--- config.mk ---
export PLATFORM = sky130hd
export DESIGN_NAME = pc_sequencer
export DESIGN_NICKNAME = d
export VERILOG_FILES = /design/src/rtl/pc_sequencer.sv
export SDC_FILE = /design/constraint.sdc
export NUM_CORES = 1
export LEC_CHECK = 0
export ABC_AREA = 1
export CAP_MARGIN = 20
export CORE_ASPECT_RATIO = 2
export CORE_MARGIN = 3
export CORE_UTILIZATION = 25
export DETAILED_ROUTE_END_ITERATION = 8
export GPL_TIMING_DRIVEN = 0
export MAX_ROUTING_LAYER = met4
export SYNTH_ARGS = -nofsm -noshare
export SYNTH_HDL_FRONTEND = slang
export SYNTH_SLANG_ARGS = --single-unit
export TNS_END_PERCENT = 5
--- constraint.sdc ---
create_clock -name clk -period 3.25 [get_ports clk]
set_input_delay 0.65 -clock clk [delete_from_list [all_inputs] [get_ports clk]]
set_output_delay 0.65 -clock clk [all_outputs]
set_load 0.01 [all_outputs]
--- src/rtl/pc_sequencer.sv ---
// Registered program-counter sequencer: J/JZ/JNZ/CALL/RET/HALT decode, hardware
// return-address stack, halt/resume and stall control, sticky stack-fault state.
module pc_sequencer #(
    parameter int  PC_W        = 10,
    parameter int  STACK_DEPTH = 8,
    localparam int SPW         = $clog2(STACK_DEPTH + 1)
) (
    input  logic            clk,
    input  logic            reset,
    input  logic [5:0]      opcode,
    input  logic [PC_W-1:0] jump_addr,
    input  logic            z,
    input  logic            stall,
    input  logic            resume,
    output logic [PC_W-1:0] pc,
    output logic [SPW-1:0]  sp,
    output logic            halted,
    output logic            fault,
    output logic [1:0]      fault_code
);

    localparam int             AW      = $clog2(STACK_DEPTH);
    localparam logic [SPW-1:0] SP_FULL = SPW'(STACK_DEPTH);

    localparam logic [5:0] OP_J    = 6'b001000;
    localparam logic [5:0] OP_JZ   = 6'b001001;
    localparam logic [5:0] OP_JNZ  = 6'b001010;
    localparam logic [5:0] OP_CALL = 6'b001011;
    localparam logic [5:0] OP_RET  = 6'b001100;
    localparam logic [5:0] OP_HALT = 6'b001111;

    localparam logic [1:0] FC_NONE      = 2'b00;
    localparam logic [1:0] FC_OVERFLOW  = 2'b01;
    localparam logic [1:0] FC_UNDERFLOW = 2'b10;

    typedef enum logic [1:0] {
        ST_RUN,
        ST_HALT,
        ST_FAULT
    } state_t;

    state_t          r_state;
    state_t          w_state_nxt;
    logic [PC_W-1:0] r_pc;
    logic [PC_W-1:0] w_pc_nxt;
    logic [PC_W-1:0] w_pc_inc;
    logic [SPW-1:0]  r_sp;
    logic [SPW-1:0]  w_sp_nxt;
    logic [1:0]      r_fault_code;
    logic [1:0]      w_fault_code_nxt;
    logic            w_push;
    logic [AW-1:0]   w_push_idx;
    logic [AW-1:0]   w_top_idx;
    logic [PC_W-1:0] r_stack [STACK_DEPTH];

    // Addition wraps naturally at PC_W bits, so pc=all-ones increments to 0.
    assign w_pc_inc   = r_pc + PC_W'(1);
    assign w_push_idx = AW'(r_sp);
    assign w_top_idx  = AW'(r_sp - SPW'(1));

    // NOTE: every next-state signal gets its hold value first so no path through
    // the case statements can leave one unassigned and infer a latch.
    always_comb begin
        w_state_nxt      = r_state;
        w_pc_nxt         = r_pc;
        w_sp_nxt         = r_sp;
        w_fault_code_nxt = r_fault_code;
        w_push           = 1'b0;
        if (!stall) begin
            unique case (r_state)
                ST_RUN: begin
                    unique case (opcode)
                        OP_J:   w_pc_nxt = jump_addr;
                        OP_JZ:  w_pc_nxt = z ? jump_addr : w_pc_inc;
                        OP_JNZ: w_pc_nxt = z ? w_pc_inc : jump_addr;
                        OP_CALL: begin
                            if (r_sp < SP_FULL) begin
                                w_push   = 1'b1;
                                w_sp_nxt = r_sp + SPW'(1);
                                w_pc_nxt = jump_addr;
                            end else begin
                                w_state_nxt      = ST_FAULT;
                                w_fault_code_nxt = FC_OVERFLOW;
                            end
                        end
                        OP_RET: begin
                            if (r_sp != '0) begin
                                w_sp_nxt = r_sp - SPW'(1);
                                w_pc_nxt = r_stack[w_top_idx];
                            end else begin
                                w_state_nxt      = ST_FAULT;
                                w_fault_code_nxt = FC_UNDERFLOW;
                            end
                        end
                        OP_HALT: w_state_nxt = ST_HALT;
                        default: w_pc_nxt = w_pc_inc;
                    endcase
                end
                ST_HALT: begin
                    if (resume) begin
                        w_pc_nxt    = w_pc_inc;
                        w_state_nxt = ST_RUN;
                    end
                end
                ST_FAULT: ;
                default:  w_state_nxt = ST_FAULT;
            endcase
        end
    end

    always_ff @(posedge clk) begin
        if (reset) begin
            r_state      <= ST_RUN;
            r_pc         <= '0;
            r_sp         <= '0;
            r_fault_code <= FC_NONE;
        end else begin
            r_state      <= w_state_nxt;
            r_pc         <= w_pc_nxt;
            r_sp         <= w_sp_nxt;
            r_fault_code <= w_fault_code_nxt;
        end
    end

    // NOTE: the stack array is deliberately not reset; entries above sp are never
    // read, and leaving it reset-free lets it map onto plain RAM/register-file cells.
    always_ff @(posedge clk) begin
        if (!reset && w_push) begin
            r_stack[w_push_idx] <= w_pc_inc;
        end
    end

    assign pc         = r_pc;
    assign sp         = r_sp;
    assign halted     = (r_state == ST_HALT);
    assign fault      = (r_state == ST_FAULT);
    assign fault_code = r_fault_code;

endmodule

## After elaboration in Yosys (flattened, before gate mapping)

Memories as Yosys holds them, arrays and structs flattened.
Cells that the tools add are included.

- Bits in latches: 0
- Bits in registers: 18
- Memory bits (writable): 80
- ROM bits: 0
- Bits of input ports: 21
- Output and inout port bits: 18
- Memories: 1

- Bitwise operators: 2
- Reduce and logical (&&, ||, !) cells: 10
- $add $sub $neg: 3
- Multiplexer cells: 23
- Equal/unequal tests: 19
- Shifts and indexed selects: 0
- Magnitude comparators: 1
- Divide/modulo/power cells: 0
- Multiply operators: 0

Memory list:

| memory | depth | width | read ports | clocked after Yosys merged registers in | write ports | RTL line | text |
|---|---|---|---|---|---|---|---|
| r_stack | 8 | 10 | 1 | 0 | 1 | 54 | `logic [PC_W-1:0] r_stack [STACK_DEPTH];` |

Operators by type and width:

| kind | number |
|---|---|
| case mux 10 bit (6 select lines) | 1 |
| two-way mux 10 bit | 5 |
| == test 6 x 4 -> 1 bit (second input constant) | 6 |
| case mux 10 bit (2 select lines) | 1 |
| inequality test 2 bit (second input constant) | 6 |
| inequality test 3 bit (second input constant) | 4 |
| case mux 2 bit (3 select lines) | 2 |
| AND reduction 6 bit | 2 |
| adder 10 x 1 -> 10 bit (second input constant) | 1 |
| AND reduction 5 bit | 2 |
| two-way mux 2 bit | 4 |
| two-way mux 4 bit | 2 |
| case mux 4 bit (2 select lines) | 1 |
| two-way mux 1 bit | 6 |
| adder 4 x 1 -> 4 bit (second input constant) | 1 |
| < comparator 4 bit (second input constant) | 1 |
| inequality test 4 x 2 -> 1 bit (second input constant) | 1 |
| case mux 2 bit (2 select lines) | 1 |
| nonzero test 2 bit | 2 |
| nonzero test 4 bit | 1 |
| subtractor 4 x 1 -> 4 bit (second input constant) | 1 |
| == test 2 x 1 -> 1 bit (second input constant) | 1 |
| == test 2 bit (second input constant) | 1 |
| logical NOT 2 bit | 1 |
| 3 further kinds | 4 |

## Logic depth before layout (Yosys ltp)

- Depth after elaboration: 8
- Mapped depth: 15
- Gate-level depth less buffers: 12

## Least setup slack after synthesis

No wires, ideal clock.

- Path type: in2reg
- Start point: input opcode[2]
- End point: memory r_stack[4][0], enable pin
- Path slack: 0.714 ns
- Stages: 7
- Setup time: 0.390 ns
- Buffers on the path: 0
- Arrival: 2.146 ns
- Path through: inv_1 > nand2_1 > nor2_4 > nand3_1 > nor4_2 > nand2_1 > nor3_1

- Word-level cells in the longest chain between the ends: 7

RTL lines:

| element | RTL line | text |
|---|---|---|
| start: declaration | 10 | `input logic [5:0] opcode,` |
| == test 6 x 4 -> 1 bit | 72 | `unique case (opcode)` |
| two-way mux 1 bit | 72 |  |
| two-way mux 1 bit | 70 | `unique case (r_state)` |
| two-way mux 1 bit | 69 | `if (!stall) begin` |
| logical AND 1 bit | 128 | `if (!reset && w_push) begin` |
| two-way mux 1 bit | 128 |  |
| two-way mux 1 bit (not written as such) | 129 | `r_stack[w_push_idx] <= w_pc_inc;` |
| end: declaration | 54 |  |

No other way between the ends.

## Worst setup path in the final report

- Start point: input opcode[4]
- End point: memory r_stack[1][4], enable pin

The elaborated chain is that of the path after synthesis.

==> results.txt <==
After detailed routing, the met3 layer carries 461 um of wire. The tools report the total power as 2.52 mW. Vertical die dimension: 207 um. The number of max-slew violations in the final report came out at 0. For the pin with the worst max-slew slack, the measured transition is 1.04 ns.

The class of the tightest hold or removal check is flop to flop. The final standard cell count with taps included and fillers excluded is 926. The logs give 0 for the total count of hold-check failures in the final report and 72 for the floorplan row count. The fraction of power consumed by sequential logic was 0.546; the number of cells after detailed placement was 910. The most frequent cell on the critical path is sky130_fd_sc_hd__nand2_1.

In this run the worst setup path begins at opcode[4]. The placeable core region is 19500 um^2, and the number of design rule violations left after detail routing is 0. The number of maximum-capacitance constraint violations is 0. The first detailed-routing pass ran for 5 iterations. The post-synthesis area per instance is 8.31 um^2. Counting the buffers created by CTS gives 9.

The run gives 0.070 as the share of total power in combinational logic. At the worst endpoint, the arrival time is 2.93 ns. The signal on the critical path passes through clkdlybuf4s50_1 > inv_1 > nand2_1 > nor2_4 > nand3_1 > nor4_2 > nand2_1 > nor2_1. For the clock network latency to the later pin of the worst-skew pair, the log shows 0.34 ns.

The tools report the normalized max-slew margin as 0.301. No sink is reached through more buffers than the 2 on the longest clock path. Power spread over the standard cell area amounts to 413 nW/um^2. The flow ran to the end, and the final reports show no timing, DRC or antenna violations. The routed length per instance is 14.7 um. The number of global-route vias before repair was 3960; the power spent charging and discharging nets was 0.544 mW. Clock-pin slew was measured on the worst setup and hold paths at 0.06 ns. Relative to the synthesized area, the layout overhead comes to 21.1%.

The logs give 98 for the CTS sink count and 0 for the number of nets with antenna violations after routing. The proportion of layout cells with a drive suffix above 1 came out at 0.0840. The count of pins on the block boundary is 39. Setup violations remaining at the end of the flow were counted as 0. After synthesis the cells add up to 5040 um^2. The first-pass GRT wire length was 20700 um; the final worst-path cycle share was 0.913. Setup repair after global routing left no endpoint under its margin. The minimum period implied by the final worst setup slack was 2.97 ns. Dividing the detail-routed via count by the number of cells gives 4.42. Routed signal wires occupy layers up through met4. The switching power share of the total is 0.216.

The number of setup buffers added after CTS is 0. For this design, the slowest cell found on the critical path is sky130_fd_sc_hd__nor2_1. The run gives 0.258 as the initial standard-cell utilization of the core. The routed design uses 7840 um of met2 wire.

The logs give 0.337 GHz for the maximum achievable frequency and 0 for the global-route congestion overflow total. In the synthesized netlist, the number of instances is 606. The final HPWL from detailed placement is 10300 um.

Placed cell area: 5840 um^2. The core occupancy in the finished layout came out at 0.312. The number of buffers inserted by hold repair at cts is 0, and the number of antenna violations at the first check in global routing is 0. The run gives 0.129 as the total global routing track utilization. The tools report the startpoint of the lowest-slack hold path as fault_code[1].

The number of nets in the synthesized netlist is 630. Type of the setup path with the least slack: input port to flop. The clock arrives with 0.00782 ns of skew. STA classifies the critical path endpoint as a flop. After synthesis, the netlist uses 33 different library cells. Entering global routing, the biggest net connects 15 pins. The gate family responsible for the most delay along the worst path is simple AND/OR/NAND/NOR gates. The routability congestion estimate from global placement is 0.824, and the detailed-routing wirelength on met1 is 4720 um. With fillers left out, the area of the finished cells amounts to 6100 um^2. The tools report the share of the yosys chip area belonging to registers as 0.548.

The root buffer cell chosen for the clock tree is sky130_fd_sc_hd__clkbuf_16. Across all layers, the routed design uses 4090 vias. The highest fanout seen on the critical path was 10; the die area was 22000 um^2. The die width works out to 106 um.

The run gives 2.51 nW as the static leakage. Internal power comes to 1.97 mW. The net count of the finished layout is 686. The required time reported for the critical path endpoint came out at 3.21 ns. The element type at the critical path start is an input port. The critical path contains buffers and inverters numbering 2 combined.

The tools report the clock power share as 0.384. Number of DRC violations after detailed-routing iteration 0: 260. The worst stage delay on the critical path came out at 0.83 ns. TritonCTS built the clock tree.

Once the clock tree was built, the resizer swapped 0 gates to a different size. The worst-case IR drop observed on VDD is 0.000256 V. The quantity of I/O buffers inserted on ports was 38. The number of warning messages in the yosys log is 0. The repair_antennas step left the layout with diodes totalling 0. Summed over all layers, the routed wires come to 13600 um. Count of H-tree levels built during CTS: 3. The synthesized design contains 98 register bits. The critical register-to-register path startpoint was sp[0].
-- final timing paths --
| path | to | cells past startpoint | slack (ns) |
|---|---|---|---|
| max | r_stack[1][4] | 8 | 0.28 |
| min | fault_code[1] | 2 | 0.48 |
| max reg2reg | pc[1] | 12 | 0.51 |
| min reg2reg | fault_code[1] | 2 | 0.48 |
-- tightest hold or removal path: stages, from the launching register on --
cell and delay, ns:
sky130_fd_sc_hd__dfxtp_1 0.31, sky130_fd_sc_hd__o21ai_0 0.07, sky130_fd_sc_hd__a21oi_1 0.06
-- routing by layer --
| layer | global-route usage | up-vias |
|---|---|---|
| met5 | - | - |
| met4 | 0.0764 | 0 |
| met2 | 0.258 | 106 |
| li1 | - | 2045 |
| met1 | 0.113 | 1908 |
| met3 | 0.0131 | 31 |
-- power groups by stage --
| stage | Sequential [mW] | Clock (mW) | Combinational, mW |
|---|---|---|---|
| floorplan | 1.40 | 0 | 0.0930 |
| global placement | 1.40 | 0 | 0.174 |
| detailed placement | 1.40 | 0 | 0.176 |
| CTS | 1.38 | 0.973 | 0.177 |
| global route | 1.37 | 1.03 | 0.193 |
| finish | 1.38 | 0.967 | 0.176 |
-- Yosys cell counts (all sizes together) --
cell | number | area, um^2
a21oi | 21 | 120
o21ai | 18 | 93.8
nor3 | 8 | 40.0
nor2 | 66 | 280
nand3 | 62 | 338
xor2 | 5 | 43.8
nand2 | 191 | 722
ha | 3 | 37.5
nand4 | 5 | 31.3
a31o | 1 | 8.76
o22ai | 4 | 25.0
dfxtp | 18 | 360
a211oi | 1 | 7.51
buf | 13 | 83.8
nor4 | 1 | 12.5
edfxtp | 80 | 2400
xnor2 | 2 | 17.5
clkbuf | 8 | 31.3
or2 | 1 | 6.26
nand3b | 2 | 15.0
inv | 96 | 360
-- kinds of logic (layout without fill, tap and decap cells) --
kind of cell | after synthesis | in the layout | share of synthesized area
buffers and inverters | 117 | 178 | 0.0944
AND/OR/NAND/NOR | 336 | 336 | 0.287
adder cells (fa/ha/maj) | 3 | 3 | 0.00745
AO/OA/AOI/OAI | 45 | 45 | 0.0507
XOR/XNOR | 7 | 7 | 0.0122
flip-flops | 98 | 98 | 0.548
-- area by class of cell --
type                       instances  area [um^2]
tap                              259          324
inverter                          96          360
clock inverter                     1         5.00
clock buffer                      15          258
sequential                        98         2760
timing repair buffer              45          452
multi-input combinational        391         1820
fill                            2045        13400
buffer                            21          115
-- state kept, by name (all words and copies together) (netlist names) --
| signal | cells |
|---|---|
| r_state | 2 |
| r_stack | 80 |
| fault_code | 2 |
| sp | 4 |
| pc | 10 |
-- placed cells by master (no fill, tap or decap), drive strengths merged, types with 2 or more instances in the layout --
| cell | Yosys | layout |
|---|---|---|
| a21oi | 21 | 21 |
| buf | 13 | 20 |
| clkbuf | 8 | 23 |
| clkdlybuf4s50 | 0 | 38 |
| dfxtp | 18 | 18 |
| edfxtp | 80 | 80 |
| ha | 3 | 3 |
| inv | 96 | 96 |
| nand2 | 191 | 191 |
| nand3 | 62 | 62 |
| nand3b | 2 | 2 |
| nand4 | 5 | 5 |
| nor2 | 66 | 66 |
| nor3 | 8 | 8 |
| o21ai | 18 | 18 |
| o22ai | 4 | 4 |
| xnor2 | 2 | 2 |
| xor2 | 5 | 5 |
-- stage by stage --
stage / hold slack, ns / worst slack [ns] / TNS [ns]
2_1_floorplan: 0.491 / 0.714 / 0
3_3_place_gp: 0.473 / -0.812 / -41.65
3_5_place_dp: 0.482 / -0.133 / -1.32
4_1_cts: 0.490 / 0.216 / 0
5_1_grt: 0.523 / 0.0739 / 0
6_report: 0.482 / 0.284 / 0
Note: power is estimated with default switching activity, not from simulation.
